<file path="src/rtl/my_alu_writeback_stage_if.sv">
// Handshake bundle between the ALU, the writeback stage and the register-file write port.
// The master modport is the side that drives the ALU result and consumes the head entry.
interface my_alu_writeback_stage_if #(
    parameter int DATA_WIDTH = 8
);
    logic                  in_valid;
    logic                  in_ready;
    logic [DATA_WIDTH-1:0] in_result;
    logic                  in_carry;
    logic                  in_op;
    logic                  in_a_msb;
    logic                  in_b_msb;
    logic                  out_valid;
    logic                  out_ready;
    logic [DATA_WIDTH-1:0] out_result;
    logic [3:0]            out_flags;

    modport master (
        output in_valid, in_result, in_carry, in_op, in_a_msb, in_b_msb, out_ready,
        input  in_ready, out_valid, out_result, out_flags
    );

    modport slave (
        input  in_valid, in_result, in_carry, in_op, in_a_msb, in_b_msb, out_ready,
        output in_ready, out_valid, out_result, out_flags
    );
endinterface

</file>
<file path="src/rtl/my_alu_writeback_stage.sv">
// ALU writeback stage: derives N/Z/C/V for each result, buffers result+flags in a
// 2-entry FIFO towards the register file and keeps sticky carry/overflow status.
module my_alu_writeback_stage #(
    parameter int DATA_WIDTH = 8,
    parameter int FIFO_DEPTH = 2
) (
    input  logic                           clk,
    input  logic                           rst_n,
    my_alu_writeback_stage_if.slave        bus,
    input  logic                           clear_sticky,
    output logic                           sticky_c,
    output logic                           sticky_v,
    output logic [1:0]                     occupancy
);
    typedef struct packed {
        logic [DATA_WIDTH-1:0] result;
        logic [3:0]            flags;   // {N, Z, C, V}
    } entry_t;

    localparam logic [1:0] FULL_COUNT = 2'(FIFO_DEPTH);

    entry_t     mem_q [2];
    entry_t     in_entry;
    logic       wr_ptr_q, wr_ptr_d;
    logic       rd_ptr_q, rd_ptr_d;
    logic [1:0] count_q, count_d;
    logic       sticky_c_q, sticky_c_d;
    logic       sticky_v_q, sticky_v_d;
    logic       push, pop;
    logic       r_msb, flag_z, flag_v;

    assign r_msb  = bus.in_result[DATA_WIDTH-1];
    assign flag_z = (bus.in_result == '0);

    // Signed overflow: operands of the effective same sign produce a result of the other sign.
    always_comb begin
        if (bus.in_op) flag_v = (bus.in_a_msb != bus.in_b_msb) && (r_msb != bus.in_a_msb);
        else           flag_v = (bus.in_a_msb == bus.in_b_msb) && (r_msb != bus.in_a_msb);
    end

    assign in_entry.result = bus.in_result;
    assign in_entry.flags  = {r_msb, flag_z, bus.in_carry, flag_v};

    assign bus.in_ready   = (count_q < FULL_COUNT);
    assign bus.out_valid  = (count_q != 2'd0);
    assign bus.out_result = mem_q[rd_ptr_q].result;
    assign bus.out_flags  = mem_q[rd_ptr_q].flags;
    assign occupancy      = count_q;
    assign sticky_c       = sticky_c_q;
    assign sticky_v       = sticky_v_q;

    assign push = bus.in_valid  && bus.in_ready;
    assign pop  = bus.out_valid && bus.out_ready;

    always_comb begin
        // NOTE: every next-state signal gets its hold value first so no path infers a latch.
        wr_ptr_d   = wr_ptr_q;
        rd_ptr_d   = rd_ptr_q;
        count_d    = count_q;
        sticky_c_d = clear_sticky ? 1'b0 : sticky_c_q;
        sticky_v_d = clear_sticky ? 1'b0 : sticky_v_q;

        if (push) begin
            wr_ptr_d   = ~wr_ptr_q;
            sticky_c_d = sticky_c_d | in_entry.flags[1];
            sticky_v_d = sticky_v_d | in_entry.flags[0];
        end
        if (pop) rd_ptr_d = ~rd_ptr_q;

        case ({push, pop})
            2'b10:   count_d = count_q + 2'd1;
            2'b01:   count_d = count_q - 2'd1;
            default: count_d = count_q;
        endcase
    end

    always_ff @(posedge clk or negedge rst_n) begin
        if (!rst_n) begin
            // NOTE: the two storage entries are reset because the head is visible on the
            // outputs even when empty and must read as zero, never X.
            for (int i = 0; i < 2; i++) mem_q[i] <= '0;
            wr_ptr_q   <= 1'b0;
            rd_ptr_q   <= 1'b0;
            count_q    <= 2'd0;
            sticky_c_q <= 1'b0;
            sticky_v_q <= 1'b0;
        end else begin
            // NOTE: non-blocking assignments so every register samples pre-edge values.
            if (push) mem_q[wr_ptr_q] <= in_entry;
            wr_ptr_q   <= wr_ptr_d;
            rd_ptr_q   <= rd_ptr_d;
            count_q    <= count_d;
            sticky_c_q <= sticky_c_d;
            sticky_v_q <= sticky_v_d;
        end
    end
endmodule

</file>
<file path="src/flat_wrapper.sv">
// flat-port wrapper written by rule: the top's interface ports become plain ports
module my_alu_writeback_stage_flat 
#(
    parameter int DATA_WIDTH = 8,
    parameter int FIFO_DEPTH = 2
)
  (clk, rst_n, clear_sticky, sticky_c, sticky_v, occupancy, bus_in_valid, bus_in_result, bus_in_carry, bus_in_op, bus_in_a_msb, bus_in_b_msb, bus_out_ready, bus_in_ready, bus_out_valid, bus_out_result, bus_out_flags);
  my_alu_writeback_stage_if #(.DATA_WIDTH(DATA_WIDTH)) bus_i ();
  input  logic clk;
  input  logic rst_n;
  input  logic clear_sticky;
  output logic sticky_c;
  output logic sticky_v;
  output logic [1:0] occupancy;
  input wire logic [$bits(bus_i.in_valid)-1:0] bus_in_valid;
  input wire logic [$bits(bus_i.in_result)-1:0] bus_in_result;
  input wire logic [$bits(bus_i.in_carry)-1:0] bus_in_carry;
  input wire logic [$bits(bus_i.in_op)-1:0] bus_in_op;
  input wire logic [$bits(bus_i.in_a_msb)-1:0] bus_in_a_msb;
  input wire logic [$bits(bus_i.in_b_msb)-1:0] bus_in_b_msb;
  input wire logic [$bits(bus_i.out_ready)-1:0] bus_out_ready;
  output wire logic [$bits(bus_i.in_ready)-1:0] bus_in_ready;
  output wire logic [$bits(bus_i.out_valid)-1:0] bus_out_valid;
  output wire logic [$bits(bus_i.out_result)-1:0] bus_out_result;
  output wire logic [$bits(bus_i.out_flags)-1:0] bus_out_flags;
  assign bus_i.in_valid = bus_in_valid;
  assign bus_i.in_result = bus_in_result;
  assign bus_i.in_carry = bus_in_carry;
  assign bus_i.in_op = bus_in_op;
  assign bus_i.in_a_msb = bus_in_a_msb;
  assign bus_i.in_b_msb = bus_in_b_msb;
  assign bus_i.out_ready = bus_out_ready;
  assign bus_in_ready = bus_i.in_ready;
  assign bus_out_valid = bus_i.out_valid;
  assign bus_out_result = bus_i.out_result;
  assign bus_out_flags = bus_i.out_flags;
  my_alu_writeback_stage #(.DATA_WIDTH(DATA_WIDTH), .FIFO_DEPTH(FIFO_DEPTH)) u_core (.clk(clk), .rst_n(rst_n), .bus(bus_i), .clear_sticky(clear_sticky), .sticky_c(sticky_c), .sticky_v(sticky_v), .occupancy(occupancy));
endmodule
</file>
<file path="config.mk">
export PLATFORM = sky130hd
export DESIGN_NAME = my_alu_writeback_stage_flat
export DESIGN_NICKNAME = d
export VERILOG_FILES = /design/src/rtl/my_alu_writeback_stage_if.sv /design/src/rtl/my_alu_writeback_stage.sv /design/src/flat_wrapper.sv
export SDC_FILE = /design/constraint.sdc
export NUM_CORES = 1
export LEC_CHECK = 0
export BUFFER_PORTS_ARGS = -buffer_cell sky130_fd_sc_hd__buf_2
export CAP_MARGIN = 20
export CORE_MARGIN = 2
export CORE_UTILIZATION = 55
export CTS_BUF_LIST = sky130_fd_sc_hd__clkbuf_8
export DETAILED_ROUTE_END_ITERATION = 10
export PLACE_DENSITY = 0.9
export SLEW_MARGIN = 0
export SYNTH_ARGS = -nofsm -noshare
export SYNTH_HDL_FRONTEND = slang
export SYNTH_SLANG_ARGS = --single-unit
</file>
<file path="constraint.sdc">
create_clock -name clk -period 3.54 [get_ports clk]
set_input_delay 0.177 -clock clk [delete_from_list [all_inputs] [get_ports clk]]
set_output_delay 0.177 -clock clk [all_outputs]
set_load 0.02 [all_outputs]
</file>
* Yosys cells after proc, flatten, opt, wreduce, memory -nomap -nowiden
Index checks and enable logic that the tools add are counted.
** Storage, ports and cells
- Flip-flop bits (word level) :: 30
- Bits in latches :: 0
- Memories :: 0
- RAM bits :: 0
- Logic and storage cells :: 46
- Bits in read-only memories :: 0
- Output and inout port bits :: 18
** Cells by class
- Multiply operators :: 0
- $add $sub $neg :: 2
- Bitwise gates (word level) :: 6
- Mux-type cells :: 12
- Equal/unequal tests :: 5
- Shift operators :: 0
- Reduce and logical (&&, ||, !) cells :: 8
- Divide/modulo/power cells :: 0
- Order comparisons :: 4
** Operators by type and width (number)
- $mux 12 :: 4
- $bwmux 24 :: 1
- $demux 12 s1 :: 1
- $logic_not 8->1 :: 1
- $logic_and 1x1->1 :: 5
- $mux 1 :: 5
- $ge 2x2->1 const B :: 2
- $not 1->2 :: 2
- $pmux 2 s2 :: 1
- $reduce_bool 2->1 :: 2
- $add 2x1->2 const B :: 1
- $eq 2x1->1 const B :: 1
- $eq 2x2->1 const B :: 1
- $lt 2x1->1 const B :: 1
- $lt 2x2->1 const B :: 1
- $ne 1x1->1 :: 2
- $not 1->1 :: 2
- $or 1x1->1 :: 2
- $sub 2x1->2 const B :: 1
- $eq 1x1->1 :: 1

* Depth between registers and ports, before layout
- Depth after elaboration :: 6
- Mapped depth :: 6
- Gate-level depth less buffers :: 6

* Least setup slack after synthesis
Ideal clock, no wire load.
- Kind :: register to register
- Start :: reg u_core.count_q[1], in the netlist u_core.occupancy[1]
- End :: reg u_core.count_q[1], in the netlist u_core.occupancy[1]
- Period minus slack after synthesis :: 1.710 ns
- Library setup time :: 0.081 ns
- Stages on the path, launching flop included :: 6
- Path slack :: 1.830 ns
- Data arrival time :: 1.630 ns
- Cell sequence :: dfrtp_1 or2_2 and2_1 ha_1 nor2_1 xnor2_1
** On the way
- Word-level cells in the longest chain between the ends :: 4
- Elaborated cells on any way between the ends :: 10
- Classes of those cells :: add/sub (2); order compare (1); eq/ne (2); mux (1); reduce/logical (4)
** Ends and longest elaborated chain
- start, declared :: RTL line my_alu_writeback_stage.sv:26 : logic [1:0] count_q, count_d;
- start signal, assigned :: RTL line my_alu_writeback_stage.sv:92 : count_q <= count_d;
- $reduce_bool 2->1 * :: RTL line my_alu_writeback_stage.sv:45 : assign bus.out_valid = (count_q != 2'd0);
- net bus_out_valid :: RTL line flat_wrapper.sv:23 : output wire logic [$bits(bus_i.out_valid)-1:0] bus_out_valid;
- $logic_and 1x1->1 * :: RTL line my_alu_writeback_stage.sv:53 : assign pop = bus.out_valid && bus.out_ready;
- net u_core.pop :: RTL line my_alu_writeback_stage.sv:29 : logic push, pop;
- $eq 2x1->1 / $eq 2x2->1 (equally long branches) :: RTL line my_alu_writeback_stage.sv:70 : case ({push, pop})
- $pmux 2 s2 / $reduce_bool 2->1 (equally long branches)
Mark *: on every way through the listed nets, which the timed path passes. The rest lies on a longest branch.
A chain may end at the register's enable or synchronous reset.

* Worst setup path after layout
- Start :: reg u_core.rd_ptr_q
- End :: out bus_out_result[7]
** On the way
- Word-level cells in the longest chain between the ends :: 4
** Ends and longest elaborated chain
- start, declared :: RTL line my_alu_writeback_stage.sv:25 : logic rd_ptr_q, rd_ptr_d;
- start signal, assigned :: RTL line my_alu_writeback_stage.sv:91 : rd_ptr_q <= rd_ptr_d;
- $not 1->2 (not written as such) :: RTL line my_alu_writeback_stage.sv:46 : assign bus.out_result = mem_q[rd_ptr_q].result;
- $mux 12 (not written as such) (3 in a row) :: RTL line my_alu_writeback_stage.sv:46
- end, declared :: RTL line flat_wrapper.sv:24 : output wire logic [$bits(bus_i.out_result)-1:0] bus_out_result;
Every way passes these cells. The select of a mux whose other input is x is not followed.

==> impl_metrics.ini <==
[placed_design]
gp_congestion = 0.745
dpl.cell_count = 155
place_ws_ns = 1.92
hpwl_mm = 1.87
portBuffers = 34

[synth]
syn_nets = 115
syn_area_um2 = 1330
netlist.area_leader.share_pct = 52.9
postSynthCellCount = 97
synth_largest_area_cell = dfrtp_1
synth_compound_area_share_pct = 3.21
avgSynthCellArea_um2 = 13.7
synth.most_common_cell = dfrtp_1
ys_ff_latch = 28
synth_area_leaders = dfrtp_1, mux2_2, mux2_4
ys_seq_area_share_pct = 52.9
synth_top_family_by_area = multiplexers
ys.flop_type = dfrtp_1
synth_cell_types = 23
synth_fa_ha_area_share_pct = 0.944
yosys_warnings = 0
synthSimpleGateAreaFrac_pct = 8.40
synth_edf_count = 0
synth-xor-area-share_pct = 3.97
synthMuxAreaShare_pct = 26.5
synthArstFlopShare_pct = 100
synthTopCellsByCount = dfrtp_1, mux2_2, mux2_4, nand2_1

[die]
num_io_pins = 35
core_um2 = 2250
dieArea_um2 = 2820
die_h_um = 53.1
fp.dieW_um = 53.1
start_util_pct = 58.8
rows = 17

[worst_setup_path]
crit_path_start_kind = flip-flop
r2r-end = u_core.mem_q[19]
crit_fanout = 13
cp.arrival_ns = 1.55
worstSetupEndpointType = output port
critical_path_class = reg2out
crit_required_ns = 3.36
rr_worst_depth = 2
regToRegSetupSlack_ns = 1.91
reg2reg_from = u_core.occupancy[1]

[global_routing]
grt_pass1_vias = 886
grt_overflow = 0
antenna_found_initial = 0
track_usage_pct = 21.7
grt_max_degree = 29
grt_pass1_wl_mm = 4.28

[hold_path]
holdPathEnd = u_core.sticky_v
hold_class = in2reg
min-delay-start = clear_sticky
hold_depth = 2

[layout]
syn2layout_area_growth_pct = 17.8
utilization_pct = 69.2
diodes = 0
final_nets = 151
drive_gt1_share_pct = 51.5
stdcell_count = 160
n_fill_cell = 178

[timing]
drv_slew = 0
worst_clock_skew_ns = 0.00696
setup_ws_ns = 1.81
finalCritPeriodShare_pct = 48.7
whs_ns = 0.108
worst_pin_slew_ns = 0.713
hold_viol = 0
slew_headroom_pct = 52.4
setup_viol = 0
fin_setup_tns_ns = 0
fin_crit_ns = 1.73
fmax_mhz = 580
grt_setup_unrepaired = no

[power]
p_leak_nw = 0.761
vdd_drop_max_v = 0.000641
p_per_area_nw_per_um2 = 974

[clock_tree]
htreeDepth = 1
cts.reportedPaths.clkPinSlew_ns = 0.09
cts_tree = done
cts_made_buffers = 3
clk_path_buf_depth = 2
cts.sinks = 28
clk_latency_ns = 0.27
root_buffer = clkbuf_8

[outcome]
outcome = completed

[routing]
drt-initial-drc-count = 10
wirelength_mm = 2.52
drc = 0
firstDrtPassIters = 4
vias = 849
wl_per_cell_um = 15.8
ant_nets = 0
drt-vias-per-instance = 5.31

[flow_run]
maxCapViolCount = 0
## placed cells by master (no fill, tap or decap), drive strengths merged, types with 2 or more instances in the layout
| master | synthesis | routed |
|---|---|---|
| mux2 | 27 | 27 |
| nor4 | 2 | 2 |
| buf | 4 | 34 |
| dfrtp | 28 | 28 |
| o22ai | 2 | 2 |
| nand2 | 6 | 6 |
| o21ai | 5 | 5 |
| xor2 | 2 | 2 |
| nor2b | 2 | 2 |
| clkbuf | 0 | 4 |
| inv | 5 | 5 |
| nor2 | 2 | 2 |
| xnor2 | 4 | 4 |
## how the worst max path moves through the flow
| stage | cells past startpoint | from | to | slack [ns] |
|---|---|---|---|---|
| 2_1_floorplan | 5 | u_core.occupancy[1] | u_core.occupancy[1] | 1.83 |
| 3_3_place_gp | 2 | u_core.wr_ptr_q | u_core.mem_q[19] | 1.99 |
| 3_5_place_dp | 5 | u_core.occupancy[1] | u_core.occupancy[1] | 1.92 |
| 4_1_cts | 2 | u_core.rd_ptr_q | bus_out_result[7] | 1.82 |
| 5_1_grt | 2 | u_core.rd_ptr_q | bus_out_flags[3] | 1.73 |
| 6_report | 2 | u_core.rd_ptr_q | bus_out_result[7] | 1.81 |
## through the flow
step | power, mW | area (um2)
after floorplan | 1.14 | 1330
after CTS | 1.53 | 1560
after global routing | 1.61 | 1560
final | 1.52 | 1560
after global placement | 1.29 | 1500
after detailed placement | 1.33 | 1500
## report_power, final
part | internal (mW) | switching, mW
registers | 0.467 | 0.126
logic | 0.372 | 0.360
clock network | 0.0995 | 0.0959
## cells by family (layout without fill, tap and decap cells)
kind of cell	Yosys count	count (layout)
flip-flops	28	28
buffers and inverters	9	44
adder cells (fa/ha/maj)	1	1
AND/OR/NAND/NOR	17	17
multiplexers	28	28
AO/OA/AOI/OAI	8	8
XOR/XNOR	6	6
## layer usage
metal | GRT usage [%] | share of wire, % | wire length [um]
met1 | 28.7 | 43 | 1080
met2 | 35.8 | 53 | 1340
met5 | 0 | 0 | 0
met4 | 8.55 | 0.75 | 19
met3 | 3.39 | 3.4 | 86
## state kept, by name (all words and copies together), names as in the netlist
register          cells
u_core.occupancy      2
u_core.sticky_c       1
u_core.rd_ptr_q       1
u_core.wr_ptr_q       1
u_core.mem_q         22
u_core.sticky_v       1
## layout make-up
cell class              instances  area [um2]  area share [%]
multi-input cells              60         571            36.6
clock buffers                   4        55.1            3.53
inverters                       5        18.8            1.20
flip-flops and latches         28         701            44.9
well taps                      28        35.0            2.25
repair buffers                 35         180            11.5
## repair_timing
| action | CTS | global route |
|---|---|---|
| buffers inserted | 0 | 0 |
| hold buffers | 1 | 0 |
| gates resized for setup | 0 | 0 |
| hold endpoints to repair | 28 | 0 |
## critical path, stage by stage (launching register included)
cell and delay, ns:
dfrtp_1 0.69, mux2_2 0.42, buf_2 0.17
(Power assumes the default switching activity.)
